--- src/rtl/irq_event_pkg.sv ---
// Shared opcode constants, data width and the priority-encode helper
// for the IRQ event controller.
package irq_event_pkg;

  localparam int DATA_W = 32;

  typedef enum logic [2:0] {
    OP_READ   = 3'd0,
    OP_CLEAR  = 3'd1,
    OP_MASK   = 3'd2,
    OP_PRIO   = 3'd3,
    OP_TSTAMP = 3'd4
  } op_e;

  // Index of the lowest set bit, 0 when no bit is set.
  function automatic logic [4:0] lowest_idx(input logic [DATA_W-1:0] v);
    logic [4:0] idx;
    idx = '0;
    for (int i = DATA_W - 1; i >= 0; i--) begin
      if (v[i]) idx = 5'(i);
    end
    return idx;
  endfunction

endpackage

--- src/rtl/irq_event_controller_if.sv ---
// Custom-instruction port bundle between the processor (master) and the
// IRQ event controller (slave).
interface irq_event_controller_if;
  logic                             clk_en;
  logic                             start;
  logic [2:0]                       n;
  logic [irq_event_pkg::DATA_W-1:0] dataa;
  logic [irq_event_pkg::DATA_W-1:0] result;
  logic                             done;

  modport master (output clk_en, start, n, dataa, input result, done);
  modport slave  (input clk_en, start, n, dataa, output result, done);
endinterface

--- src/rtl/irq_edge_sync.sv ---
// One event input: SYNC_STAGES-deep synchronizer followed by a
// rising-edge detector against the previous synchronized value.
module irq_edge_sync #(
  parameter int SYNC_STAGES = 2
) (
  input  logic clk,
  input  logic reset,
  input  logic i_event,
  output logic o_rise
);

  logic [SYNC_STAGES-1:0] r_sync;
  logic                   r_prev;

  always_ff @(posedge clk or posedge reset) begin
    if (reset) begin
      r_sync <= '0;
      r_prev <= 1'b0;
    end else begin
      r_sync <= {r_sync[SYNC_STAGES-2:0], i_event};
      r_prev <= r_sync[SYNC_STAGES-1];
    end
  end

  assign o_rise = r_sync[SYNC_STAGES-1] & ~r_prev;

endmodule

--- src/rtl/irq_event_controller.sv ---
// Event-latching interrupt controller behind a single-cycle custom
// instruction. Optional capture timestamp enabled by IRQ_TIMESTAMP_EN.
module irq_event_controller
  import irq_event_pkg::*;
#(
  parameter int NUM_EVENTS  = 8,
  parameter int SYNC_STAGES = 2
) (
  input  logic                  clk,
  input  logic                  reset,
  input  logic [NUM_EVENTS-1:0] events,
  irq_event_controller_if.slave cpu,
  output logic                  interrupt
);

  logic [NUM_EVENTS-1:0] w_rise;
  logic [NUM_EVENTS-1:0] r_pending;
  logic [NUM_EVENTS-1:0] r_mask;
  logic                  r_interrupt;
  logic                  r_done;
  logic [DATA_W-1:0]     r_result;
  logic [NUM_EVENTS-1:0] w_pm;
  logic [NUM_EVENTS-1:0] w_clr;
  logic                  w_accept;
  logic                  w_irq_nxt;
  logic [DATA_W-1:0]     w_tstamp;
  logic [DATA_W-1:0]     w_op_result;
  logic                  w_unused_dataa;

  function automatic logic [DATA_W-1:0] zext(input logic [NUM_EVENTS-1:0] v);
    logic [DATA_W-1:0] r;
    r = '0;
    r[NUM_EVENTS-1:0] = v;
    return r;
  endfunction

  for (genvar i = 0; i < NUM_EVENTS; i++) begin : g_sync
    irq_edge_sync #(.SYNC_STAGES(SYNC_STAGES)) u_sync (
      .clk    (clk),
      .reset  (reset),
      .i_event(events[i]),
      .o_rise (w_rise[i])
    );
  end

  assign w_accept       = cpu.start & cpu.clk_en;
  assign w_pm           = r_pending & r_mask;
  assign w_irq_nxt      = |w_pm;
  assign w_clr          = (w_accept && cpu.n == OP_CLEAR) ? cpu.dataa[NUM_EVENTS-1:0] : '0;
  assign w_unused_dataa = &{1'b0, cpu.dataa[DATA_W-1:NUM_EVENTS]};

  always_comb begin
    w_op_result = '0;
    case (cpu.n)
      OP_READ:   w_op_result = zext(r_pending);
      OP_CLEAR:  w_op_result = zext(r_pending);
      OP_MASK:   w_op_result = zext(r_mask);
      OP_PRIO:   w_op_result = {w_irq_nxt, 26'd0, lowest_idx(zext(w_pm))};
      OP_TSTAMP: w_op_result = w_tstamp;
      default:   w_op_result = '0;
    endcase
  end

  // Edge set is OR-ed after the clear so a coincident edge wins.
  always_ff @(posedge clk or posedge reset) begin
    if (reset) begin
      r_pending   <= '0;
      r_mask      <= '0;
      r_interrupt <= 1'b0;
      r_done      <= 1'b0;
      r_result    <= '0;
    end else begin
      r_pending   <= (r_pending & ~w_clr) | w_rise;
      r_interrupt <= w_irq_nxt;
      if (cpu.clk_en) begin
        r_done   <= cpu.start;
        r_result <= cpu.start ? w_op_result : '0;
        if (w_accept && cpu.n == OP_MASK) r_mask <= cpu.dataa[NUM_EVENTS-1:0];
      end
    end
  end

`ifdef IRQ_TIMESTAMP_EN
  logic [DATA_W-1:0] r_cnt;
  logic [DATA_W-1:0] r_tstamp;

  // Captured value is the count seen in the first cycle interrupt is high.
  always_ff @(posedge clk or posedge reset) begin
    if (reset) begin
      r_cnt    <= '0;
      r_tstamp <= '0;
    end else begin
      r_cnt <= r_cnt + 32'd1;
      if (!r_interrupt && w_irq_nxt) r_tstamp <= r_cnt + 32'd1;
    end
  end

  assign w_tstamp = r_tstamp;
`else
  assign w_tstamp = '0;
`endif

  assign cpu.done   = r_done;
  assign cpu.result = r_result;
  assign interrupt  = r_interrupt;

endmodule

--- src/flat_wrapper.sv ---
// flat-port wrapper written by rule: the top's interface ports become plain ports
module irq_event_controller_flat import irq_event_pkg::*;
#(
  parameter int NUM_EVENTS  = 8,
  parameter int SYNC_STAGES = 2
)
  (clk, reset, events, interrupt, cpu_clk_en, cpu_start, cpu_n, cpu_dataa, cpu_result, cpu_done);
  irq_event_controller_if cpu_i ();
  input  logic clk;
  input  logic reset;
  input  logic [NUM_EVENTS-1:0] events;
  output logic interrupt;
  input wire logic [$bits(cpu_i.clk_en)-1:0] cpu_clk_en;
  input wire logic [$bits(cpu_i.start)-1:0] cpu_start;
  input wire logic [$bits(cpu_i.n)-1:0] cpu_n;
  input wire logic [$bits(cpu_i.dataa)-1:0] cpu_dataa;
  output wire logic [$bits(cpu_i.result)-1:0] cpu_result;
  output wire logic [$bits(cpu_i.done)-1:0] cpu_done;
  assign cpu_i.clk_en = cpu_clk_en;
  assign cpu_i.start = cpu_start;
  assign cpu_i.n = cpu_n;
  assign cpu_i.dataa = cpu_dataa;
  assign cpu_result = cpu_i.result;
  assign cpu_done = cpu_i.done;
  irq_event_controller #(.NUM_EVENTS(NUM_EVENTS), .SYNC_STAGES(SYNC_STAGES)) u_core (.clk(clk), .reset(reset), .events(events), .cpu(cpu_i), .interrupt(interrupt));
endmodule
--- config.mk ---
export PLATFORM = sky130hd
export DESIGN_NAME = irq_event_controller_flat
export DESIGN_NICKNAME = d
export VERILOG_FILES = /design/src/rtl/irq_event_pkg.sv /design/src/rtl/irq_event_controller_if.sv /design/src/rtl/irq_edge_sync.sv /design/src/rtl/irq_event_controller.sv /design/src/flat_wrapper.sv
export SDC_FILE = /design/constraint.sdc
export NUM_CORES = 1
export LEC_CHECK = 0
export CAP_MARGIN = 20
export CORE_AREA = 2 2 77 79
export CTS_CLUSTER_SIZE = 40
export DETAILED_ROUTE_END_ITERATION = 12
export DIE_AREA = 0 0 79 81
export GPL_TIMING_DRIVEN = 0
export MAX_ROUTING_LAYER = met4
export PLACE_DENSITY = 0.81
export SLEW_MARGIN = 20
export SYNTH_ARGS = -nofsm -noshare
export SYNTH_HDL_FRONTEND = slang
export SYNTH_SLANG_ARGS = --single-unit
--- constraint.sdc ---
create_clock -name clk -period 1.24 [get_ports clk]
set_input_delay 0.124 -clock clk [delete_from_list [all_inputs] [get_ports clk]]
set_output_delay 0.124 -clock clk [all_outputs]
set_load 0.005 [all_outputs]
* Word-level counts from Yosys, hierarchy flattened
Cells that the tools add are included.
** Word-level totals
- Input port bits :: 47
- Output and inout bits :: 34
- Flip-flop bits (word level) :: 74
- Logic and storage cells :: 62
** Cells by class
- Reductions and logical operators :: 6
- Bitwise logic cells :: 21
- Equality and inequality tests :: 3
- Muxes and demuxes :: 11
** Operators by type and width (number)
- case mux 32 bit (3 select lines) :: 1
- 2-to-1 mux 32 bit :: 1
- 2-to-1 mux 3 bit :: 8
- bitwise AND 8 bit :: 2
- bitwise AND 1 bit :: 9
- 2-to-1 mux 8 bit :: 1
- inverter 1 bit :: 8
- inverter 8 bit :: 1
- bitwise OR 8 bit :: 1
- OR reduction 8 bit :: 1
- equality test 3 x 2 -> 1 bit, second input constant :: 2
- equality test 3 x 1 -> 1 bit, second input constant :: 1
- zero test 3 bit :: 1
- logical AND 1 bit :: 2
- AND reduction 2 bit :: 1
- OR reduction 2 bit :: 1

* Longest topological paths before layout
Gate-level depths: netlist (run 1).
- Word-level depth :: 11
- Mapped depth :: 5
- Gate-level depth less buffers :: 4

* Hierarchy
From an unflattened synthesis (run 1), not the netlist that was laid out.
** Second synthesis, totals
- Cells, all modules :: 178
- Area total of the unflattened synthesis :: 2207.1 µm²
** By module, submodules not included
- irq_event_controller :: cells each 138, instances 1, area an instance 1466.4 µm², sequential area each 675.6 µm²
- irq_edge_sync :: cells each 5, instances 8, area an instance 92.6 µm², sequential area each 75.1 µm²

* Worst setup path before layout (run 1)
Ideal clock, no wire load.
- Path kind :: reg-to-reg
- Start :: register u_core.r_pending[4]
- End :: register u_core.r_result[31], in the netlist u_core.cpu.result[31]
- Setup time :: 0.121 ns
- Slack :: -0.108 ns
- Clock period less this slack :: 1.348 ns
- Buffers on the path :: 0
- Required time :: 1.119 ns
- Data arrival time :: 1.227 ns
- Stages on the path, launching flop included :: 5
- Path through :: dfrtp_1 > a22oi_2 > nand3_1 > or3_4 > a22o_1
** On the way
- Longest elaborated chain between the ends :: 4
** RTL lines
- start, declared :: RTL line irq_event_controller.sv:17 : logic [NUM_EVENTS-1:0] r_pending;
- start signal, assigned :: RTL line irq_event_controller.sv:73 : r_pending <= (r_pending & ~w_clr) | w_rise;
- bitwise AND 8 bit :: RTL line irq_event_controller.sv:47 : assign w_pm = r_pending & r_mask;
- OR reduction 8 bit :: RTL line irq_event_controller.sv:48 : assign w_irq_nxt = |w_pm;
- via u_core.w_irq_nxt :: RTL line irq_event_controller.sv:25 : logic w_irq_nxt;
- case mux 32 bit (3 select lines) :: RTL line irq_event_controller.sv:54 : case (cpu.n)
- 2-to-1 mux 32 bit :: RTL line irq_event_controller.sv:77 : r_result <= cpu.start ? w_op_result : '0;
- end signal, assigned :: RTL line irq_event_controller.sv:77
- end, declared :: RTL line irq_event_controller.sv:21 : logic [DATA_W-1:0] r_result;
The timed path passes the listed nets, and every way through them passes these cells.
A chain may end at the register's enable or synchronous reset.

* Worst setup path in the final report (run 1)
Ends and elaborated chain as after synthesis.

==> impl_metrics.csv, run 1 <==
group,metric,value,unit
routing,via_count,1426,
logic_synthesis,yosysTopAreaCell,"dfrtp_1",
logic_synthesis,yosys_warnings,0,
clocking,root_buffer,"clkbuf_8",
worst_setup_path,path_cells,"a22oi_2, nand3_1, or3_4, a22o_1",
worst_setup_path,cp.arrival,1.54,ns
worst_setup_path,critical-path-slowest-cell,"dfrtp_1",
die,die_area,6400,sq um
placement,port_buffers,33,
status,status,"complete, but fails checks",
grt,grt_pass1_vias,1380,
logic_synthesis,synth_top_family_by_area,"buffers and inverters",
cells_and_area,drive_above_1_share,25.4,%
clocking,clk_pin_slew,0.08,ns
timing,timing.hold.ws,0.148,ns
timing,finalSetupViolCount,1,
power_and_ir_drop,peakVddDrop,526,uV
routing,drc,0,
run,drv_cap,0,
cells_and_area,n_antenna_cell,0,
clocking,clock_path_buffers,2,
logic_synthesis,synth_commonest_cells,"dfrtp_1, buf_4, nand2_1, inv_1, a22o_1",
placement,gp_congestion,0.824,
routing,ant_nets,0,
logic_synthesis,syn-instance-count,174,
grt,grt_pass1_wl,6340,microns
hold_path,min-delay-path-class,"input port to asynchronous set/reset pin",
worst_setup_path,crit_required,1.44,ns
logic_synthesis,synth.top_cells.by_area,"dfrtp_1, buf_4, mux2_2",
routing,finalWirelength,3880,microns
clocking,cts_sinks,51,
timing,rsz0062_at_grt,"yes",
logic_synthesis,synth_most_common_cell,"dfrtp_1",
cells_and_area,nets,302,
worst_setup_path,end_kind,"flip-flop",
grt,antenna_found_initial,0,
cells_and_area,syn_to_final_growth,36.3,%
logic_synthesis,async_flop_share,100,%
clocking,htree_levels,2,
routing,viasPerCell,4.31,
routing,drt_pass1_iterations,4,
timing,fin_worst_skew,0.00599,ns
timing,final-max-slew-violation-count,0,
die,io_pins,81,
logic_synthesis,synthSimpleGateAreaFrac,10.8,%
worst_setup_path,crit_fanout,2,
die,num_rows,28,
clocking,numCtsBuffers,5,
timing,finalHoldViolations,0,
power_and_ir_drop,power.density,1220,nW/um^2
die,start_util,37.3,%
routing,drt_iter0_markers,97,
logic_synthesis,synth.avg_cell_area,12.2,sq um
grt,grt_use_total,13.6,%
die,fp.dieH,81,microns
logic_synthesis,synthMuxAreaShare,6.15,%
grt,grt-ovfl-total,0,
die,fp.coreArea,5680,sq um
logic_synthesis,synth_seq_cells,51,
placement,place_ws,-0.637,ns
worst_setup_path,start_kind,"flip-flop",
clocking,tritoncts,"yes",
logic_synthesis,syn_area,2110,sq um
cells_and_area,fillerInstances,538,
logic_synthesis,synth_compound_area_share,11.2,%
logic_synthesis,synth-edff-count,0,
logic_synthesis,yosysTopAreaCellShare,60.4,%
timing,min_period_over_period,109,%
status,violations,"negative setup slack",
clocking,clock_latency,0.30,ns
worst_setup_path,max_stage_delay,0.40,ns
logic_synthesis,synth_xor_area_share,0,%
logic_synthesis,synthAdderAreaFrac,0,%
logic_synthesis,synth_ff_type,"dfrtp_1",
timing,post-route-min-period,1.35,ns
placement,dpl.hpwl,2620,microns
logic_synthesis,synth_cell_types,29,
grt,grt_max_degree,52,
logic_synthesis,seq_area_frac_synth,60.4,%
power_and_ir_drop,p_leak,1.44,nW
timing,setup_ws,-0.107,ns
die,die_w,79,microns
timing,fmax,742,MHz
routing,wl_per_cell,11.7,microns
worst_setup_path,worstSetupPathType,"flip-flop to flip-flop",
==> stage by stage <==
stage,cell area (sq um),utilization [%],power [mW],cells,TNS [ns]
finish,2880,50.8,3.51,331,-0.107
global route,2880,50.8,3.71,331,-0.189
CTS,2830,49.8,3.53,327,-0.112
detailed placement,2630,46.3,2.47,304,-18.55
global placement,2630,46.3,2.45,304,-16.99
floorplan,2200,-,2.26,196,-0.0484
==> kinds of logic (layout without fill, tap and decap cells) <==
kind of cell	count (synthesis)	count (layout)
muxes	12	12
other	1	23
buffers and inverters	38	98
and+or+nand+nor	41	41
DFF	51	51
AOI/OAI and AO/OA	31	31
==> per-layer routing <==
layer  wire length (microns)  up-vias  GRT usage, %
met4                      85        0          7.24
met3                     207        7          3.22
li1                        -      707             -
met2                    1980       39          22.1
met1                    1600      673          15.7
met5                       0        -             -
==> path summary, 6_finish.rpt <==
check | cells after the start | startpoint | end | slack, ns
hold reg to reg | 0 | u_core.g_sync[3].u_sync.r_sync[0]$_DFF_PP0_ | u_core.g_sync[3].u_sync.r_sync[1]$_DFF_PP0_ | 0.35
setup / recovery | 4 | u_core.r_pending[4]$_DFF_PP0_ | u_core.cpu.result[31]$_DFFE_PP0P_ | -0.11
setup reg to reg | 4 | u_core.r_pending[4]$_DFF_PP0_ | u_core.cpu.result[31]$_DFFE_PP0P_ | -0.11
min in group clk | 3 | cpu_start | u_core.cpu.done$_DFFE_PP0P_ | 0.23
hold / removal | 2 | reset | u_core.g_sync[1].u_sync.r_sync[1]$_DFF_PP0_ | 0.15
max in group asynchronous | 3 | reset | u_core.cpu.result[6]$_DFFE_PP0P_ | 0.61
==> power by group <==
| group | total (mW) | internal (mW) | switching, mW |
|---|---|---|---|
| Clock | 1.01 | 0.509 | 0.505 |
| Combinational | 0.611 | 0.358 | 0.253 |
| Sequential | 1.88 | 1.80 | 0.0859 |
| Total | 3.51 | 2.67 | 0.844 |
==> registers in the layout (all words and copies together), names as in the netlist <==
name and flops:
u_core.interrupt 1, u_core.cpu.done 1, u_core.cpu.result 9, u_core.r_pending 8
u_core.g_sync.u_sync.r_sync 16, u_core.g_sync.u_sync.r_prev 8, u_core.r_mask 8
==> cell usage in the layout, fill, tap and decap left out, drive strengths merged <==
| cell type | synthesis | layout |
|---|---|---|
| dfrtp | 51 | 51 |
| buf | 26 | 46 |
| conb | 1 | 23 |
| nand2 | 18 | 18 |
| clkdlybuf4s50 | 0 | 17 |
| dlygate4sd2 | 0 | 15 |
| inv | 11 | 10 |
| a22o | 10 | 10 |
| mux2 | 8 | 8 |
| clkbuf | 1 | 8 |
| nor2b | 7 | 7 |
| a21oi | 7 | 7 |
| o2bb2ai | 5 | 5 |
| nand3b | 4 | 4 |
| mux2i | 4 | 4 |
| nand3 | 3 | 3 |
| and2b | 2 | 2 |
| nand2b | 2 | 2 |
| o211ai | 2 | 2 |
| a2bb2oi | 2 | 2 |
| o21ai | 2 | 2 |
| nor3b | 1 | 1 |
| a22oi | 1 | 1 |
| or3 | 1 | 1 |
| clkinvlp | 0 | 1 |
| nor2 | 1 | 1 |
| a211oi | 1 | 1 |
| a21boi | 1 | 1 |
| nor3 | 1 | 1 |
| nand4 | 1 | 1 |
| dlymetal6s2s | 0 | 1 |
==> worst max-delay path: cells and delay by family (launching register included) <==
| family | cells | cell delay [ns] |
|---|---|---|
| AOI/OAI and AO/OA | 2 | 0.39 |
| DFF | 1 | 0.40 |
| and+or+nand+nor | 2 | 0.45 |
==> layout make-up <==
type	instances	area [sq um]	share of cell area (%)
Tap cell	75	93.8	3.26
Buffer	27	208	7.21
Clock buffer	8	100	3.47
Inverter	11	45.0	1.56
Sequential cell	51	1280	44.3
Timing Repair Buffer	52	473	16.4
Multi-Input combinational cell	107	686	23.8
==> what timing repair did <==
item | in CTS | in global routing
gates resized for setup | 19 | 4
hold buffers | 0 | 0
pin swaps | 4 | 1
endpoints found under the setup margin | 31 | 18
buffers inserted | 15 | 3
Note: power is estimated with default switching activity, not from simulation.
==> inputs of run 2 (changes only) <==
--- a/config.mk
+++ b/config.mk
@@ -6,14 +6,15 @@
 export NUM_CORES = 1
 export LEC_CHECK = 0
 export CAP_MARGIN = 20
-export CORE_AREA = 2 2 77 79
+export CORE_AREA = 2 2 78 80
 export CTS_CLUSTER_SIZE = 40
 export DETAILED_ROUTE_END_ITERATION = 12
-export DIE_AREA = 0 0 79 81
+export DIE_AREA = 0 0 80 82
 export GPL_TIMING_DRIVEN = 0
 export MAX_ROUTING_LAYER = met4
 export PLACE_DENSITY = 0.81
 export SLEW_MARGIN = 20
 export SYNTH_ARGS = -nofsm -noshare
 export SYNTH_HDL_FRONTEND = slang
+export SYNTH_HIERARCHICAL = 1
 export SYNTH_SLANG_ARGS = --single-unit
==> run 2 against run 1 <==
- the flow still finishes with violations (negative setup slack)
- core utilization increased by 0.56 points
- via count up 0.56%
- global-route usage decreased by 0.51 points
- largest cell class unchanged
==> impl_metrics.csv, run 2 <==
group,metric,value,unit
timing,timing.hold.ws,0.259,ns
clocking,root_buffer,"clkbuf_8",
cells_and_area,multiInputGateArea,810,sq um
timing,setup_ws,-0.127,ns
routing,ant_nets,0,
timing,finalHoldViolations,0,
placement,gp_congestion,0.956,
clocking,clock_path_buffers,2,
worst_setup_path,worstSetupPathType,"flip-flop to flip-flop",
clocking,numCtsBuffers,5,
timing,rsz0062_at_grt,"yes",
power_and_ir_drop,p_leak,1.44,nW
hold_path,min-delay-path-class,"input port to flip-flop",
worst_setup_path,cp.arrival,1.56,ns
placement,dpl_cell_area,2710,sq um
routing,wl_per_cell,11.9,microns
routing,finalWirelength,3930,microns
cells_and_area,final_cell_mix,"dfrtp_1, buf_4, conb_1",
logic_synthesis,synth-edff-count,0,
power_and_ir_drop,power.density,1200,nW/um^2
cells_and_area,seq_area,1280,sq um
clocking,cts_hold_buf,0,
timing,relSlewSlack,61.2,%
grt,grt_pass1_wl,6290,microns
routing,viasPerCell,4.36,
status,status,"complete, but fails checks",
worst_setup_path,start_kind,"flip-flop",
cells_and_area,fillerInstances,510,
clocking,htree_levels,2,
timing,min_period_over_period,110,%
logic_synthesis,synth_most_common_cell,"dfrtp_1",
worst_setup_path,end_kind,"flip-flop",
logic_synthesis,yosysTopAreaCell,"dfrtp_1",
timing,post-route-min-period,1.37,ns
cells_and_area,drive_above_1_share,28.7,%
logic_synthesis,synth_commonest_cells,"dfrtp_1, buf_4, nand2_1, inv_1, mux2_2",
logic_synthesis,synth_compound_area_share,9.75,%
worst_setup_path,worstPathBufferInverterCount,0,
cells_and_area,regMostFlops,"u_core/g_sync.u_sync/r_sync",
grt,grt_max_degree,28,
grt,grt_pass1_vias,1369,
logic_synthesis,synthSimpleGateAreaFrac,14.8,%
timing,fmax,732,MHz
logic_synthesis,yosys_warnings,6,
power_and_ir_drop,p_total,3.53,mW
run,drv_cap,0,
cells_and_area,finish.instance_area,2950,sq um
cells_and_area,largest_register_ffs,16,
worst_setup_path,crit_fanout,2,
worst_setup_path,crit_required,1.43,ns
die,die_area,6560,sq um
timing,worstMarginPinSlew,0.580,ns
status,violations,"negative setup slack",
grt,grt_use_total,13.1,%
worst_setup_path,crit_family,"compound AO/OA/AOI/OAI gates",
logic_synthesis,synth.top_cells.by_area,"dfrtp_1, buf_4, nor2b_4",
logic_synthesis,synth_seq_cells,51,
cells_and_area,final_common_cell,"dfrtp_1",
die,io_pins,81,
timing,fin_worst_skew,0.00347,ns
grt,grt-ovfl-total,0,
die,fp.coreArea,5750,sq um
cells_and_area,n_antenna_cell,0,
cells_and_area,syn_to_final_growth,33.6,%
worst_setup_path,critical-path-slowest-cell,"dfrtp_1",
placement,dpl.hpwl,2880,microns
timing,finalSetupViolCount,1,
die,fp.dieH,82,microns
timing,final-max-slew-violation-count,0,
power_and_ir_drop,peakVddDrop,717,uV
logic_synthesis,syn-instance-count,178,
logic_synthesis,yosysTopAreaCellShare,57.8,%
logic_synthesis,synth_cell_types,31,
logic_synthesis,synth_xor_area_share,0,%
worst_setup_path,path_cells,"a22oi_2, nand3_1, a2111o_1, a22o_1",
logic_synthesis,seq_area_frac_synth,57.8,%
clocking,tritoncts,"yes",
logic_synthesis,synth_top_family_by_area,"simple AND/OR/NAND/NOR gates",
routing,drt_iter0_markers,122,
die,start_util,38.4,%
logic_synthesis,synth.avg_cell_area,12.4,sq um
worst_setup_path,max_stage_delay,0.40,ns
clocking,cts_sinks,51,
logic_synthesis,synth_ff_type,"dfrtp_1",
logic_synthesis,async_flop_share,100,%
cells_and_area,nets,300,
logic_synthesis,synthAdderAreaFrac,0,%
die,die_w,80,microns
die,num_rows,28,
placement,port_buffers,33,
grt,antenna_found_initial,0,
routing,via_count,1434,
logic_synthesis,synthMuxAreaShare,6.86,%
routing,drt_pass1_iterations,4,
routing,drc,0,
clocking,clk_pin_slew,0.08,ns
logic_synthesis,syn_area,2210,sq um
clocking,clock_latency,0.29,ns
==> run 2: cell types whose count changed in the layout (fill, tap and decap cells not counted), moves of 2 or more <==
| cell | previous run | this run |
|---|---|---|
| nor2b_1 | 7 | 5 |
| mux2_2 | 7 | 9 |
| a2bb2oi_1 | 2 | 0 |
| nand2_1 | 18 | 16 |
| buf_4 | 41 | 35 |
| and2b_1 | 2 | 0 |
| nor2b_4 | 0 | 8 |
| a21o_1 | 0 | 8 |
| a22o_1 | 10 | 1 |
==> run 2: cell type report <==
class | count | share of cell area [%]
timing repair buffer | 46 | 14.3
tap | 75 | 3.18
inverter | 12 | 1.65
clock buffer | 8 | 3.39
buffer | 26 | 6.79
multi-input combinational | 111 | 27.5
sequential | 51 | 43.3
==> run 2: per-stage QoR <==
stage	cells	util, %	setup TNS [ns]	setup slack [ns]
after floorplan	200	-	-0.0253	-0.0253
after global placement	308	47.2	-20.57	-0.578
after detailed placement	308	47.2	-23.74	-0.632
after CTS	328	50.8	-0.0997	-0.0997
after global routing	329	51.3	-0.217	-0.179
final	329	51.3	-0.127	-0.127
==> run 2: per-layer routing <==
layer | GRT usage, % | vias to the layer above | wire, microns
met3 | 3.19 | 7 | 249
met4 | 5.42 | 0 | 52
met1 | 16.2 | 678 | 1770
met5 | - | - | 0
li1 | - | 698 | -
met2 | 20.6 | 51 | 1860
==> run 2: power by group <==
part | total (mW) | switching (mW) | internal, mW
clock network | 1.00 | 0.491 | 0.509
logic | 0.627 | 0.268 | 0.359
registers | 1.90 | 0.104 | 1.80
total | 3.53 | 0.863 | 2.67
==> run 2: logic make-up (layout without fill, tap and decap cells) <==
kind of cell / after synthesis / in the layout
buf+inv: 38 / 92
mux: 14 / 14
flops: 51 / 51
simple gates: 45 / 45
other cells: 1 / 23
compound gates: 29 / 29
==> run 2: path summary, 6_finish.rpt <==
check | start | endpoint | slack (ns) | cells after the start
min reg2reg | u_core/g_sync[7].u_sync/r_sync[0]$_DFF_PP0_ | u_core/g_sync[7].u_sync/r_sync[1]$_DFF_PP0_ | 0.35 | 0
max | u_core/r_mask[4]$_DFFE_PP0P_ | u_core/cpu.result[31]$_DFFE_PP0P_ | -0.13 | 4
min | events[3] | u_core/g_sync[3].u_sync/r_sync[0]$_DFF_PP0_ | 0.26 | 1
min in group asynchronous | reset | u_core/g_sync[3].u_sync/r_sync[0]$_DFF_PP0_ | 0.31 | 2
max in group asynchronous | reset | u_core/cpu.done$_DFFE_PP0P_ | 0.37 | 2
max reg2reg | u_core/r_mask[4]$_DFFE_PP0P_ | u_core/cpu.result[31]$_DFFE_PP0P_ | -0.13 | 4
==> run 2: repair_timing <==
item | CTS | global route
buffers inserted | 12 | 1
setup endpoints to repair | 58 | 4
resized for setup | 22 | 7
hold endpoints to repair | 0 | 0
pin swaps | 2 | 2
==> inputs of run 3 (changes only) <==
--- a/config.mk
+++ b/config.mk
@@ -6,15 +6,15 @@
 export NUM_CORES = 1
 export LEC_CHECK = 0
 export CAP_MARGIN = 20
-export CORE_AREA = 2 2 78 80
+export CORE_AREA = 2 2 77 79
 export CTS_CLUSTER_SIZE = 40
 export DETAILED_ROUTE_END_ITERATION = 12
-export DIE_AREA = 0 0 80 82
+export DIE_AREA = 0 0 79 81
 export GPL_TIMING_DRIVEN = 0
 export MAX_ROUTING_LAYER = met4
 export PLACE_DENSITY = 0.81
+export SETUP_SLACK_MARGIN = 0.3
 export SLEW_MARGIN = 20
 export SYNTH_ARGS = -nofsm -noshare
 export SYNTH_HDL_FRONTEND = slang
-export SYNTH_HIERARCHICAL = 1
 export SYNTH_SLANG_ARGS = --single-unit
==> run 3 against run 2 <==
- the flow still finishes with violations (negative setup slack)
- final cell count increased by 3.6%
- die area decreased by 2.5%
- critical path depth unchanged
- global-route usage increased by 2.1 points
- first-iteration DRC count increased by 43%
- via count increased by 9.8%
- clock skew increased by 0.012 ns
- wire length increased by 22%
- sequential share of layout area decreased by 0.91 points
- largest power group unchanged
==> impl_metrics.csv, run 3 (synthesis gave the netlist of run 1 again) <==
group,metric,value,unit
status,status,"complete, but fails checks",
status,violations,"negative setup slack",
power_and_ir_drop,peakVddDrop,500,uV
cells_and_area,seq_area,1280,sq um
clocking,numCtsBuffers,5,
grt,grt_pass1_wl,7070,microns
placement,dpl_cell_area,2650,sq um
power_and_ir_drop,p_total,3.61,mW
placement,place_ws,-0.620,ns
die,fp.dieH,81,microns
placement,dpl.hpwl,2760,microns
cells_and_area,nets,312,
cells_and_area,n_antenna_cell,0,
clocking,clock_path_buffers,2,
cells_and_area,drive_above_1_share,41.4,%
die,die_w,79,microns
timing,min_period_over_period,110,%
routing,wl_per_cell,14.1,microns
timing,post-route-min-period,1.37,ns
worst_setup_path,critical-path-slowest-cell,"dfrtp_1",
worst_setup_path,crit_fanout,2,
clocking,root_buffer,"clkbuf_8",
hold_path,min-delay-path-class,"input port to flip-flop",
routing,via_count,1575,
power_and_ir_drop,power.density,1200,nW/um^2
worst_setup_path,cp.arrival,1.57,ns
worst_setup_path,start_kind,"flip-flop",
power_and_ir_drop,p_leak,1.49,nW
die,fp.coreArea,5680,sq um
grt,grt_max_degree,27,
clocking,htree_levels,2,
routing,finalWirelength,4790,microns
worst_setup_path,crit_family,"simple AND/OR/NAND/NOR gates",
routing,drc,0,
run,drv_cap,0,
worst_setup_path,end_kind,"flip-flop",
placement,port_buffers,33,
timing,fmax,731,MHz
cells_and_area,finish.instance_area,3020,sq um
cells_and_area,final_common_cell,"dfrtp_1",
timing,setup_ws,-0.127,ns
grt,grt_pass1_vias,1436,
cells_and_area,syn_to_final_growth,42.6,%
timing,timing.hold.ws,0.0646,ns
worst_setup_path,path_cells,"a22oi_2, nand3_2, or3_4, a22o_1",
routing,ant_nets,0,
die,die_area,6400,sq um
grt,antenna_found_initial,0,
timing,finalHoldViolations,0,
die,num_rows,28,
worst_setup_path,worstSetupPathType,"flip-flop to flip-flop",
cells_and_area,fillerInstances,477,
timing,fin_worst_skew,0.0159,ns
cells_and_area,largest_register_ffs,16,
grt,grt_use_total,15.2,%
routing,drt_pass1_iterations,4,
timing,finalSetupViolCount,1,
grt,grt-ovfl-total,0,
cells_and_area,final_cell_mix,"dfrtp_1, buf_4, conb_1",
timing,final-max-slew-violation-count,0,
routing,drt_iter0_markers,174,
cells_and_area,regMostFlops,"u_core.g_sync.u_sync.r_sync",
worst_setup_path,crit_required,1.44,ns
clocking,cts_sinks,51,
clocking,clk_pin_slew,0.10,ns
placement,gp_congestion,0.804,
clocking,clock_latency,0.31,ns
timing,relSlewSlack,62.2,%
routing,viasPerCell,4.62,
die,start_util,37.3,%
clocking,cts_hold_buf,0,
timing,worstMarginPinSlew,0.566,ns
timing,rsz0062_at_grt,"yes",
worst_setup_path,max_stage_delay,0.40,ns
clocking,tritoncts,"yes",
cells_and_area,multiInputGateArea,788,sq um
die,io_pins,81,
timing,tns,-0.127,ns
worst_setup_path,worstPathBufferInverterCount,0,
-- run 3: changes by cell type in the layout (fill, tap and decap cells not counted), moves of 5 or more --
cell | previous run | this run
nand2_2 | 1 | 8
dlygate4sd2_1 | 16 | 0
mux2_2 | 9 | 0
nand2_1 | 16 | 10
buf_2 | 0 | 16
buf_4 | 35 | 43
buf_6 | 2 | 9
a21o_1 | 8 | 0
nor2b_4 | 8 | 3
mux2_4 | 0 | 8
a22o_1 | 1 | 10
-- run 3: path summary, 6_finish.rpt --
kind	start	to	slack, ns	cells after the start
max	u_core.r_mask[4]$_DFFE_PP0P_	u_core.cpu.result[31]$_DFFE_PP0P_	-0.13	4
min	cpu_clk_en	u_core.cpu.done$_DFFE_PP0P_	0.06	2
max reg2reg	u_core.r_mask[4]$_DFFE_PP0P_	u_core.cpu.result[31]$_DFFE_PP0P_	-0.13	4
min reg2reg	u_core.g_sync[4].u_sync.r_sync[0]$_DFF_PP0_	u_core.g_sync[4].u_sync.r_sync[1]$_DFF_PP0_	0.35	0
max in group asynchronous	reset	u_core.r_mask[0]$_DFFE_PP0P_	0.49	2
min in group asynchronous	reset	u_core.cpu.result[6]$_DFFE_PP0P_	0.39	2
-- run 3: per-stage QoR --
stage,instances,util [%]
6_report,341,53.1
5_1_grt,341,53.1
3_5_place_dp,304,46.8
2_1_floorplan,196,-
4_1_cts,335,51.6
3_3_place_gp,304,46.8
-- run 3: what timing repair did --
action                     CTS  global route
setup buffers               22             6
pin swaps                   18            10
setup endpoints to repair   88            26
cloned                       1             0
gates resized for setup     93            13
-- run 3: layout make-up --
type                       instances  share of cell area, %
sequential                        51                   42.4
multi-input combinational        107                   26.1
timing repair buffer              61                   16.6
buffer                            27                   7.22
tap                               75                   3.11
clock buffer                       6                   2.41
inverter                          11                   1.49
clock inverter                     2                  0.415
timing repair inverter             1                  0.249
-- run 3: per-layer routing --
| metal | part of all wire, % | up-vias | routed length [microns] | global-route usage, % |
|---|---|---|---|---|
| met5 | 0 | - | 0 | - |
| met4 | 1.2 | 0 | 59 | 3.62 |
| met3 | 6.8 | 8 | 327 | 4.44 |
| met2 | 50 | 73 | 2400 | 24.2 |
| met1 | 42 | 767 | 2000 | 19.3 |
| li1 | - | 727 | - | - |
-- run 3: report_power, final --
| group | internal (mW) | switching, mW | total (mW) | leakage (nW) |
|---|---|---|---|---|
| combinational | 0.447 | 0.326 | 0.773 | 0.860 |
| clock | 0.396 | 0.540 | 0.936 | 0.0412 |
| sequential | 1.80 | 0.0972 | 1.90 | 0.592 |
| total | 2.64 | 0.964 | 3.61 | 1.49 |
